<file path="src/rtl/piece_position_ctrl.sv">
// Key-driven X/Y origin controller: synchronised direction keys step a clamped
// position immediately on press, then auto-repeat on a shared tick after a delay.
module piece_position_ctrl #(
  parameter int WIDTH        = 10,
  parameter int X_INIT       = 192,
  parameter int Y_INIT       = 144,
  parameter int STEP         = 10,
  parameter int X_MIN        = 0,
  parameter int X_MAX        = 630,
  parameter int Y_MIN        = 0,
  parameter int Y_MAX        = 470,
  parameter int TICK_CYCLES  = 500000,
  parameter int REPEAT_DELAY = 6,
  parameter int REPEAT_RATE  = 2
) (
  input  logic             keyCLK,
  input  logic             resetN,
  input  logic [3:0]       key,
  input  logic             enable,
  output logic [WIDTH-1:0] startX,
  output logic [WIDTH-1:0] startY,
  output logic             moved,
  output logic [3:0]       atEdge
);

  typedef enum logic [1:0] {ST_IDLE, ST_DELAY, ST_REPEAT} state_t;
  typedef enum logic [1:0] {DIR_NONE, DIR_NEG, DIR_POS} dir_t;

  localparam int RC_MAX = (REPEAT_DELAY > REPEAT_RATE) ? REPEAT_DELAY : REPEAT_RATE;
  localparam int RC_W   = $clog2(RC_MAX + 1);
  localparam int TC_W   = $clog2(TICK_CYCLES);

  localparam logic [WIDTH:0]   C_STEP = (WIDTH+1)'(STEP);
  localparam logic [WIDTH:0]   X_LO   = (WIDTH+1)'(X_MIN);
  localparam logic [WIDTH:0]   X_HI   = (WIDTH+1)'(X_MAX);
  localparam logic [WIDTH:0]   Y_LO   = (WIDTH+1)'(Y_MIN);
  localparam logic [WIDTH:0]   Y_HI   = (WIDTH+1)'(Y_MAX);
  localparam logic [RC_W-1:0]  RC_DELAY_LAST = RC_W'(REPEAT_DELAY - 1);
  localparam logic [RC_W-1:0]  RC_RATE_LAST  = RC_W'(REPEAT_RATE - 1);
  localparam logic [TC_W-1:0]  TC_LAST       = TC_W'(TICK_CYCLES - 1);

  // Axis index 0 is X, 1 is Y throughout.
  logic [3:0]       r_key_meta, r_key_sync;
  logic [TC_W-1:0]  r_tick_cnt;
  logic             w_tick;
  state_t           r_state   [2];
  state_t           w_state_nxt [2];
  dir_t             r_dir     [2];
  dir_t             w_dir_nxt [2];
  dir_t             w_dir_in  [2];
  logic [RC_W-1:0]  r_rc      [2];
  logic [RC_W-1:0]  w_rc_nxt  [2];
  logic [WIDTH-1:0] r_pos     [2];
  logic [WIDTH-1:0] w_pos_nxt [2];
  logic             w_step    [2];
  logic             r_moved;
  logic [3:0]       r_edge;

  // Saturating step; the extra bit catches both overflow past MAX and borrow below 0.
  function automatic logic [WIDTH-1:0] step_pos(input logic [WIDTH-1:0] pos, input dir_t d,
                                                input logic [WIDTH:0] lo, input logic [WIDTH:0] hi);
    logic [WIDTH:0] ext, sum, diff;
    ext  = {1'b0, pos};
    sum  = ext + C_STEP;
    diff = ext - C_STEP;
    step_pos = pos;
    if (d == DIR_POS)      step_pos = (sum > hi) ? hi[WIDTH-1:0] : sum[WIDTH-1:0];
    else if (d == DIR_NEG) step_pos = (diff[WIDTH] || diff < lo) ? lo[WIDTH-1:0] : diff[WIDTH-1:0];
  endfunction

  assign w_tick = (r_tick_cnt == TC_LAST);

  // X keys: 10 = left (NEG), 01 = right (POS); Y keys: 10 = down (POS), 01 = up (NEG).
  always_comb begin
    // NOTE: every combinational output gets a default first so no path infers a latch.
    w_dir_in[0] = DIR_NONE;
    w_dir_in[1] = DIR_NONE;
    case (r_key_sync[3:2])
      2'b10:   w_dir_in[0] = DIR_NEG;
      2'b01:   w_dir_in[0] = DIR_POS;
      default: w_dir_in[0] = DIR_NONE;
    endcase
    case (r_key_sync[1:0])
      2'b10:   w_dir_in[1] = DIR_POS;
      2'b01:   w_dir_in[1] = DIR_NEG;
      default: w_dir_in[1] = DIR_NONE;
    endcase
  end

  always_comb begin
    for (int a = 0; a < 2; a++) begin
      w_state_nxt[a] = r_state[a];
      w_dir_nxt[a]   = r_dir[a];
      w_rc_nxt[a]    = r_rc[a];
      w_step[a]      = 1'b0;
      if (!enable || w_dir_in[a] == DIR_NONE) begin
        w_state_nxt[a] = ST_IDLE;
        w_dir_nxt[a]   = DIR_NONE;
        w_rc_nxt[a]    = '0;
      end else if (r_state[a] == ST_IDLE || w_dir_in[a] != r_dir[a]) begin
        // Fresh press or direct reversal wins over any tick in the same cycle.
        w_step[a]      = 1'b1;
        w_dir_nxt[a]   = w_dir_in[a];
        w_rc_nxt[a]    = '0;
        w_state_nxt[a] = ST_DELAY;
      end else if (w_tick) begin
        if ((r_state[a] == ST_DELAY  && r_rc[a] == RC_DELAY_LAST) ||
            (r_state[a] == ST_REPEAT && r_rc[a] == RC_RATE_LAST)) begin
          w_step[a]      = 1'b1;
          w_rc_nxt[a]    = '0;
          w_state_nxt[a] = ST_REPEAT;
        end else begin
          w_rc_nxt[a] = r_rc[a] + 1'b1;
        end
      end
      w_pos_nxt[a] = w_step[a] ? step_pos(r_pos[a], w_dir_nxt[a], (a == 0) ? X_LO : Y_LO,
                                          (a == 0) ? X_HI : Y_HI)
                               : r_pos[a];
    end
  end

  always_ff @(posedge keyCLK) begin
    // NOTE: state registers use non-blocking assignments so all flops update together.
    if (!resetN) begin
      r_key_meta <= '0;
      r_key_sync <= '0;
      r_tick_cnt <= '0;
      for (int a = 0; a < 2; a++) begin
        r_state[a] <= ST_IDLE;
        r_dir[a]   <= DIR_NONE;
        r_rc[a]    <= '0;
      end
      r_pos[0] <= WIDTH'(X_INIT);
      r_pos[1] <= WIDTH'(Y_INIT);
      r_moved  <= 1'b0;
      r_edge   <= {X_INIT == X_MAX, X_INIT == X_MIN, Y_INIT == Y_MAX, Y_INIT == Y_MIN};
    end else begin
      r_key_meta <= key;
      r_key_sync <= r_key_meta;
      r_tick_cnt <= w_tick ? '0 : r_tick_cnt + 1'b1;
      for (int a = 0; a < 2; a++) begin
        r_state[a] <= w_state_nxt[a];
        r_dir[a]   <= w_dir_nxt[a];
        r_rc[a]    <= w_rc_nxt[a];
        r_pos[a]   <= w_pos_nxt[a];
      end
      r_moved <= (w_pos_nxt[0] != r_pos[0]) || (w_pos_nxt[1] != r_pos[1]);
      r_edge  <= {w_pos_nxt[0] == X_HI[WIDTH-1:0], w_pos_nxt[0] == X_LO[WIDTH-1:0],
                  w_pos_nxt[1] == Y_HI[WIDTH-1:0], w_pos_nxt[1] == Y_LO[WIDTH-1:0]};
    end
  end

  assign startX = r_pos[0];
  assign startY = r_pos[1];
  assign moved  = r_moved;
  assign atEdge = r_edge;

endmodule

</file>
<file path="config.mk">
export PLATFORM = sky130hd
export DESIGN_NAME = piece_position_ctrl
export DESIGN_NICKNAME = d
export VERILOG_FILES = /design/src/rtl/piece_position_ctrl.sv
export SDC_FILE = /design/constraint.sdc
export NUM_CORES = 1
export LEC_CHECK = 0
export ABC_CLOCK_PERIOD_IN_PS = 3800
export CAP_MARGIN = 10
export CORE_UTILIZATION = 60
export DETAILED_ROUTE_END_ITERATION = 6
export DONT_BUFFER_PORTS = 1
export PLACE_DENSITY = 0.76
export SYNTH_ARGS = -nofsm -noshare
export SYNTH_HDL_FRONTEND = slang
export SYNTH_SLANG_ARGS = --single-unit
</file>
<file path="constraint.sdc">
create_clock -name keyCLK -period 3.8 [get_ports keyCLK]
set_clock_uncertainty 0.2 [all_clocks]
set_input_delay 0.76 -clock keyCLK [delete_from_list [all_inputs] [get_ports keyCLK]]
set_output_delay 0.76 -clock keyCLK [all_outputs]
set_load 0.01 [all_outputs]
</file>
After elaboration in Yosys (flattened, before gate mapping)
Memory sizes are Yosys's and may differ from the RTL's.
Index checks and enable logic that the tools add are counted.
{ "word_totals": {"register_bits": 32, "rom_bits": 0, "n_memories": 4, "latchBits": 0, "ramBits": 34, "in_bits": 7} }
{ "memory_table": {"columns": ["name", "words", "word_bits", "rd", "rd_ports_with_merged_regs", "write_ports", "line", "text"], "rows": [
  ["r_pos", 2, 10, 2, 0, 2, "53", "logic [WIDTH-1:0] r_pos [2];"],
  ["r_rc", 2, 3, 2, 0, 2, "51", "logic [RC_W-1:0] r_rc [2];"],
  ["r_dir", 2, 2, 2, 0, 2, "48", "dir_t r_dir [2];"],
  ["r_state", 2, 2, 2, 0, 2, "46", "state_t r_state [2];"]
]} }
{ "op_classes": {"magnitude_cmp": 4, "mul": 0, "bitwise": 9, "reduce_logical": 21, "mux": 50, "n_shift": 0, "n_eq_ne": 23, "add_sub_neg": 7, "div_mod_pow": 0} }
{ "op_table": {"columns": ["operator", "count"], "rows": [
  ["$mux W10", 12],
  ["$mux W2", 16],
  ["$mux W3", 10],
  ["$add A10 B4 Y11 const B", 2],
  ["$lt A11 B1 Y1 const B", 2],
  ["$sub A10 B4 Y11 const B", 2],
  ["$logic_not A10 Y1", 2],
  ["$ne A10 B10 Y1", 2],
  ["$add A19 B1 Y19 const B", 1],
  ["$eq A19 B19 Y1 const B", 1],
  ["$eq A2 B1 Y1 const B", 6],
  ["$eq A2 B2 Y1 const B", 6],
  ["$gt A11 B10 Y1 const B", 1],
  ["$gt A11 B9 Y1 const B", 1],
  ["$eq A10 B10 Y1 const B", 1],
  ["$eq A10 B9 Y1 const B", 1],
  ["$mux W1", 10],
  ["$logic_or A1 B1 Y1", 9],
  ["$logic_not A2 Y1", 4],
  ["$or A1 B1 Y1", 8],
  ["$pmux W2 S2", 2],
  ["$add A3 B1 Y3 const B", 2],
  ["$eq A3 B1 Y1 const B", 2],
  ["$eq A3 B3 Y1 const B", 2],
  ["other kinds (5)", 9]
]} }

Depth between registers and ports, before layout
Gate-level depths: netlist (run 1).
{ "depth": {"ltp_word": 12, "mapped_depth": 13} }

Worst setup path before layout (run 1)
No wires, ideal clock.
{ "synth_path": {"path_type": "register to register", "from": "memory r_pos[0][1]", "to": "register r_edge[2], in the netlist atEdge[2]", "path_stages_with_launch": 14, "slack_ns": 0.304, "required_ns": 3.512, "t_arrival_ns": 3.208, "setup_time_ns": 0.088, "cell_sequence": "dfxtp_1 > clkbuf_1 > inv_1 > ha_1 > nor3b_1 > a2bb2oi_1 > o221a_2 > a21o_1 > a21oi_1 > clkbuf_1 > nor2_1 > a22o_1 > a2111o_1 > nor4_2"} }
{ "synth_rtl": {"columns": ["item", "line", "text"], "rows": [
  ["from (decl)", "53", null],
  ["to (signal assigned)", "136", "r_edge <= {X_INIT == X_MAX, X_INIT == X_MIN, Y_INIT == Y_MAX, Y_INIT == Y_MIN};"],
  ["to (signal assigned)", "148", "r_edge <= {w_pos_nxt[0] == X_HI[WIDTH-1:0], w_pos_nxt[0] == X_LO[WIDTH-1:0],"],
  ["to (decl)", "57", "logic [3:0] r_edge;"]
]} }

Worst setup path after layout (run 1)
{ "layout_path": {"from": "register r_key_sync[0]", "to": "register r_moved, in the netlist moved"} }
{ "layout_between": {"elab_chain_cells": 12} }
{ "layout_rtl": {"columns": ["item", "line", "text"], "rows": [
  ["from (decl)", "43", "logic [3:0] r_key_meta, r_key_sync;"],
  ["from (signal assigned)", "139", "r_key_sync <= r_key_meta;"],
  ["$eq A2 B1 Y1 / $eq A2 B2 Y1 (equally long branches)", "83", "case (r_key_sync[1:0])"],
  ["$pmux W2 S2 *", "83", null],
  ["$ne A2 B2 Y1", "100", "end else if (r_state[a] == ST_IDLE || w_dir_in[a] != r_dir[a]) begin"],
  ["$logic_or A1 B1 Y1", "100", null],
  ["$mux W2", "100", null],
  ["$mux W2", "96", "if (!enable || w_dir_in[a] == DIR_NONE) begin"],
  ["$eq A2 B1 Y1", "68", "else if (d == DIR_NEG) step_pos = (diff[WIDTH] || diff < lo) ? lo[WIDTH-1:0] : diff[WIDTH-1:0];"],
  ["$mux W10", "68", null],
  ["$mux W10", "67", "if (d == DIR_POS) step_pos = (sum > hi) ? hi[WIDTH-1:0] : sum[WIDTH-1:0];"],
  ["$mux W10 *", "116", "w_pos_nxt[a] = w_step[a] ? step_pos(r_pos[a], w_dir_nxt[a], (a == 0) ? X_LO : Y_LO,"],
  ["$ne A10 B10 Y1 *", "147", "r_moved <= (w_pos_nxt[0] != r_pos[0]) || (w_pos_nxt[1] != r_pos[1]);"],
  ["$logic_or A1 B1 Y1 *", "147", null],
  ["to (signal assigned)", "147", null],
  ["to (decl)", "56", "logic r_moved;"]
]} }
Every way passes the cells marked *; elsewhere a longest branch is shown, timed or not.
A chain may end at the register's enable or synchronous reset.

==> results of run 1 <==
-- placed cells by master, fill, tap and decap left out, types with 12 or more instances in the layout --
master	count
nand2_1	48
a21oi_1	39
nand3_1	19
inv_1	20
and2_1	22
buf_4	19
o21ai_0	34
xnor2_1	14
nor2_1	61
xor2_1	21
dfxtp_1	65
ha_1	15
and3_1	15
a211oi_1	12
-- per-stage QoR --
stage               hold WS (ns)  area, um^2
detailed placement         0.220        4470
global placement           0.215        4470
CTS                        0.235        4690
global route               0.264        4700
finish                     0.234        4700
floorplan                  0.212        4360
-- layer usage --
layer / up-vias / wire (um)
met5: - / 0
met4: 0 / 240
met3: 26 / 808
met2: 172 / 4960
met1: 1913 / 4860
li1: 2030 / -
-- critical path, cell delays in order (launching register included) --
cell	delay (ns)
dfxtp_1	0.33
inv_1	0.05
ha_1	0.35
nand4bb_1	0.43
or4_1	0.65
nand2_1	0.20
or3_1	0.15
a211oi_1	0.07
a21oi_1	0.18
o2111ai_1	0.12
or4_1	0.48
o31a_1	0.28
-- layout make-up --
type / count / area, um^2
clock buffer: 11 / 141
clock inverter: 5 / 77.6
fill: 606 / 2200
inverter: 20 / 75.1
multi-input combinational: 448 / 2830
sequential: 66 / 1320
tap: 96 / 120
timing repair buffer: 19 / 143
-- cells by family (layout without fill, tap and decap cells) --
group / Yosys count / in the layout / share of synthesized area
muxes: 2 / 2 / 0.00488
xor gates and xnor gates: 35 / 35 / 0.0703
buffers and inverters: 56 / 55 / 0.0525
AOI/OAI and AO/OA: 145 / 145 / 0.215
and+or+nand+nor: 251 / 251 / 0.311
DFF: 66 / 66 / 0.303
adders and majority gates: 15 / 15 / 0.0430
-- power by group through the flow --
stage	logic, mW	registers, mW	clock network (mW)
after global placement	0.0666	0.725	0
after detailed placement	0.0686	0.726	0
final	0.0705	0.710	0.639
after CTS	0.0691	0.710	0.653
after floorplan	0.0605	0.722	0
after global routing	0.0780	0.711	0.683
-- final timing paths --
check                start             to  cells after the start
max          r_key_sync[0]          moved                     11
min          r_key_meta[1]  r_key_sync[1]                      1
max reg2reg  r_key_sync[0]          moved                     11
min reg2reg  r_key_meta[1]  r_key_sync[1]                      1
-- state kept, by name, indices dropped and copies added, names as in the netlist --
register,flops
atEdge,4
moved,1
r_dir,4
r_key_meta,4
r_key_sync,4
r_pos,20
r_rc,6
r_state,4
r_tick_cnt,19
-- Yosys cell counts (all sizes together), types with 8 or more instances --
| cell type | n | area, um^2 |
|---|---|---|
| o21a | 8 | 60.1 |
| nor2 | 61 | 229 |
| and3 | 15 | 93.8 |
| a211oi | 12 | 90.1 |
| nor3 | 11 | 60.1 |
| xor2 | 21 | 184 |
| nor2b | 10 | 62.6 |
| nor4 | 8 | 56.3 |
| buf | 10 | 56.3 |
| ha | 15 | 188 |
| or3 | 11 | 68.8 |
| o21ai | 37 | 193 |
| clkbuf | 26 | 97.6 |
| xnor2 | 14 | 123 |
| nand3 | 19 | 95.1 |
| and2 | 23 | 144 |
| dfxtp | 66 | 1320 |
| inv | 20 | 75.1 |
| a21oi | 39 | 195 |
| nand2 | 48 | 180 |
==> results.sh, run 1 <==
export IMPL_h_tree_depth=3
export IMPL_first_pass_iters=6
export IMPL_io_pins=32
export IMPL_gp_congestion=0.970
export IMPL_core_area_mm2=0.00691
export IMPL_total_power_mw=1.42
export IMPL_vdd_drop_max_v=0.000334
export IMPL_post_place_cells=649
export IMPL_post_cts_resized=0
export IMPL_cts_tree="done"
export IMPL_clk_latency_ns=0.34
export IMPL_post_route_period_util=0.945
export IMPL_seq_area_frac_synth=0.303
export IMPL_grt_pass1_wl_um=18200
export IMPL_synth_ff_type="dfxtp_1"
export IMPL_p_switching_mw=0.304
export IMPL_clockRootBuffer="clkbuf_8"
export IMPL_grt_overflow=0
export IMPL_setup_viol_count_final=0
export IMPL_start_util=0.632
export IMPL_ant_nets=0
export IMPL_clock_sinks=66
export IMPL_viasPerCell=6.23
export IMPL_grt_busiest_layer="met2"
export IMPL_routed_via_count=4141
export IMPL_slew_headroom=0.552
export IMPL_worstSetupPathType="reg2reg"
export IMPL_wl_per_cell_um=16.3
export IMPL_syn_nets=592
export IMPL_grtUsageTotal=0.301
export IMPL_pwr_share_seq=0.500
export IMPL_p_leak_nw=1.72
export IMPL_synthesis_area_mm2=0.00436
export IMPL_cp_max_fo=8
export IMPL_combPwrFrac=0.050
export IMPL_drv_slew=0
export IMPL_grt_antenna_before_repair=0
export IMPL_use_met3=0.0654
export IMPL_wirelength_um=10900
export IMPL_switching_share=0.214
export IMPL_worst_ep_required_time_ns=3.83
export IMPL_fin_tns_setup_ns=0
export IMPL_drc=0
export IMPL_hpwlAfterDp_um=8060
export IMPL_nets=586
export IMPL_drive_above_1_share=0.0826
export IMPL_cts_buffers_inserted=9
export IMPL_synth_area_per_cell_um2=7.65
export IMPL_synth_warnings=0
export IMPL_maxCapViolCount=0
export IMPL_use_met1=0.409
export IMPL_area_growth_pct=7.83
export IMPL_fmax_ghz=0.279
export IMPL_antenna_cells=0
export IMPL_synth_cell_type_count=69
export IMPL_finalHoldViolCount=0
export IMPL_synthArstFlopShare=0
export IMPL_synthCells=570
export IMPL_critPathLaunchType="flop"
export IMPL_r2r_slack_ns=0.21
export IMPL_holdBufCountCts=0
export IMPL_die_area_mm2=0.00762
export IMPL_synth_edff_count=0
export IMPL_grt_max_degree=41
export IMPL_outcome="finished, final reports clean"
export IMPL_rsz0062_at_grt="false"
export IMPL_synth_seq_cells=66
export IMPL_power_frac_clock=0.450
export IMPL_power_density_mw_per_mm2=302
export IMPL_rows=30
export IMPL_final_cells=665
export IMPL_finalWorstSetupSlack_ns=0.211
export IMPL_use_met2=0.473
export IMPL_crit_path_end_kind="flop"
export IMPL_dieWidth_um=87.3
export IMPL_portBuffers=0
export IMPL_intPower_mw=1.12
export IMPL_period_needed_ns=3.59
export IMPL_drt_iter0_drc=347
export IMPL_path_clk_slew_ns=0.07
export IMPL_fp_dieH_um=87.3
export IMPL_pre_cts_ws_ns=0.270
export IMPL_finish_utilization=0.681
export IMPL_critical_path_arrival_ns=3.62
export IMPL_worst_pin_slew_ns=0.671
export IMPL_clockBufferDepth=2
export IMPL_grt_pass1_vias=3833
export IMPL_hp_class="reg2reg"
export IMPL_post_cts_buffers=0
Note: power is estimated with default switching activity, not from simulation.
==> inputs of run 2 (changes only) <==
Settings changed: CORE_UTILIZATION 60 to 45, PLACE_DENSITY 0.76 to not set.
==> run 2 against run 1 <==
Register-to-register slack improved by 0.10 ns. Utilization decreased by 17 points. Global-route usage decreased by 6.4 points. Critical path depth decreased by 1. Fmax increased by 2.9%. Flip-flop and latch count unchanged. Sequential share of layout area decreased by 0.29 points. Design area increased by 0.93%. Clock-buffer cell count increased by 1. Via count decreased by 0.70%. Critical path type unchanged.
==> results.sh, run 2 (synthesized netlist as in run 1, its figures left out) <==
export IMPL_seq_area_mm2=0.00132
export IMPL_antenna_cells=0
export IMPL_r2r_start="r_key_sync[2]"
export IMPL_grt_max_degree=41
export IMPL_drive_above_1_share=0.0838
export IMPL_min_delay_start="r_key_meta[0]"
export IMPL_maxCapViolCount=0
export IMPL_drt_iter0_drc=175
export IMPL_cp_max_fo=7
export IMPL_power_density_mw_per_mm2=294
export IMPL_viasPerCell=5.86
export IMPL_grt_overflow=0
export IMPL_fp_dieH_um=100
export IMPL_outcome="finished, final reports clean"
export IMPL_post_cts_buffers=0
export IMPL_clockRootBuffer="clkbuf_8"
export IMPL_rsz0062_at_grt="false"
export IMPL_finalWorstSetupSlack_ns=0.311
export IMPL_fillers=921
export IMPL_grt_pass1_wl_um=18800
export IMPL_rows=35
export IMPL_core_area_mm2=0.00933
export IMPL_multi_input_area_mm2=0.00281
export IMPL_final_cell_mix="dfxtp_1 (66), nor2_1 (61), nand2_1 (48), a21oi_1 (39), o21ai_0 (34)"
export IMPL_portBuffers=0
export IMPL_pre_cts_ws_ns=0.264
export IMPL_start_util=0.468
export IMPL_clock_sinks=66
export IMPL_critPathLaunchType="flop"
export IMPL_holdPathEnd="r_key_sync[0]"
export IMPL_critical_path_arrival_ns=3.52
export IMPL_hp_class="reg2reg"
export IMPL_holdBufCountCts=0
export IMPL_layout_commonest_cell="dfxtp_1"
export IMPL_wirelength_um=11500
export IMPL_gp_congestion=0.999
export IMPL_hpwlAfterDp_um=8460
export IMPL_largest_register="r_pos"
export IMPL_drv_slew=0
export IMPL_post_route_period_util=0.918
export IMPL_io_pins=32
export IMPL_cts_buffers_inserted=9
export IMPL_grtUsageTotal=0.237
export IMPL_hold_path_cell_count=1
export IMPL_wl_per_cell_um=16.3
export IMPL_drc=0
export IMPL_crit_path_end_kind="flop"
export IMPL_worst_ep_required_time_ns=3.83
export IMPL_grt_pass1_vias=3805
export IMPL_nets=590
export IMPL_area_growth_pct=8.83
export IMPL_setup_viol_count_final=0
export IMPL_h_tree_depth=3
export IMPL_reg_top3="r_pos x20, r_tick_cnt x19, r_rc x6"
export IMPL_dieWidth_um=100
export IMPL_fmax_ghz=0.287
export IMPL_vdd_drop_max_v=0.000233
export IMPL_grt_antenna_before_repair=0
export IMPL_first_pass_iters=5
export IMPL_finish_utilization=0.509
export IMPL_die_area_mm2=0.0101
export IMPL_fin_tns_setup_ns=0
export IMPL_clk_latency_ns=0.35
export IMPL_clockBufferDepth=2
export IMPL_p_leak_nw=1.73
export IMPL_finalHoldViolCount=0
export IMPL_r2r_slack_ns=0.31
export IMPL_worstSetupPathType="reg2reg"
export IMPL_worst_pin_slew_ns=1.02
export IMPL_largest_reg_flops=20
export IMPL_post_cts_resized=0
export IMPL_routed_via_count=4112
export IMPL_period_needed_ns=3.49
export IMPL_ant_nets=0
export IMPL_cts_tree="done"
export IMPL_path_clk_slew_ns=0.07
export IMPL_reg2reg_depth=10
export IMPL_rr_endpoint="moved"
export IMPL_slew_headroom=0.310
## run 2: changes by cell type in the layout (fill, tap and decap cells not counted)
| cell | previous run | this run |
|---|---|---|
| clkbuf_8 | 10 | 11 |
| nor4_2 | 2 | 1 |
| nor4_1 | 6 | 7 |
| o22ai_2 | 1 | 0 |
| clkinv_2 | 2 | 1 |
| o22ai_1 | 3 | 4 |
| clkinvlp_4 | 1 | 2 |
| bufinv_16 | 2 | 1 |
| buf_4 | 19 | 23 |
| dfxtp_1 | 65 | 66 |
| dfxtp_2 | 1 | 0 |
## run 2: worst max-delay path by stage
stage          cells past startpoint  slack, ns         to     startpoint
3_5_place_dp                       8       0.26  atEdge[2]  r_tick_cnt[5]
3_3_place_gp                       8       0.30  atEdge[2]  r_tick_cnt[5]
6_report                          10       0.31      moved  r_key_sync[2]
5_1_grt                            8       0.06  atEdge[2]  r_tick_cnt[5]
4_1_cts                            8       0.25  atEdge[2]  r_tick_cnt[5]
2_1_floorplan                     13       0.30  atEdge[2]    r_pos[0][1]
## run 2: critical path: stages (launching register included)
cell and delay, ns:
dfxtp_1 0.33, inv_1 0.05, ha_1 0.34, nand4bb_1 0.46, or3_1 0.54, o21ai_1 0.18, nor4_1 0.09, a211oi_1 0.29
o2111ai_1 0.13, or4_1 0.48, o31a_1 0.28
## run 2: area by class of cell
type,count,area share
Clock buffer,12,0.0327
Clock inverter,4,0.0105
Inverter,20,0.0158
Multi-Input combinational cell,448,0.592
Sequential cell,66,0.278
Tap cell,129,0.0340
Timing Repair Buffer,23,0.0364
## run 2: stage by stage
stage | cells | power, mW | cell area (um^2) | hold WS, ns
6_report | 702 | 1.40 | 4750 | 0.235
3_5_place_dp | 686 | 0.796 | 4540 | 0.219
4_1_cts | 702 | 1.42 | 4750 | 0.237
3_3_place_gp | 686 | 0.795 | 4540 | 0.217
2_1_floorplan | 570 | 0.783 | 4360 | 0.212
5_1_grt | 702 | 1.45 | 4750 | 0.260
## run 2: where the power goes
part,leakage (nW),total [mW],switching [mW],internal [mW]
Clock,0.0986,0.615,0.276,0.338
Sequential,0.534,0.709,0.00834,0.701
Combinational,1.10,0.0717,0.0414,0.0304
Total,1.73,1.40,0.326,1.07
## run 2: layer usage
metal	vias up	GRT usage	part of all wire
met5	-	0	0
met4	0	0.100	0.026
met3	24	0.0340	0.071
met2	154	0.376	0.45
met1	1888	0.322	0.45
li1	2046	-	-
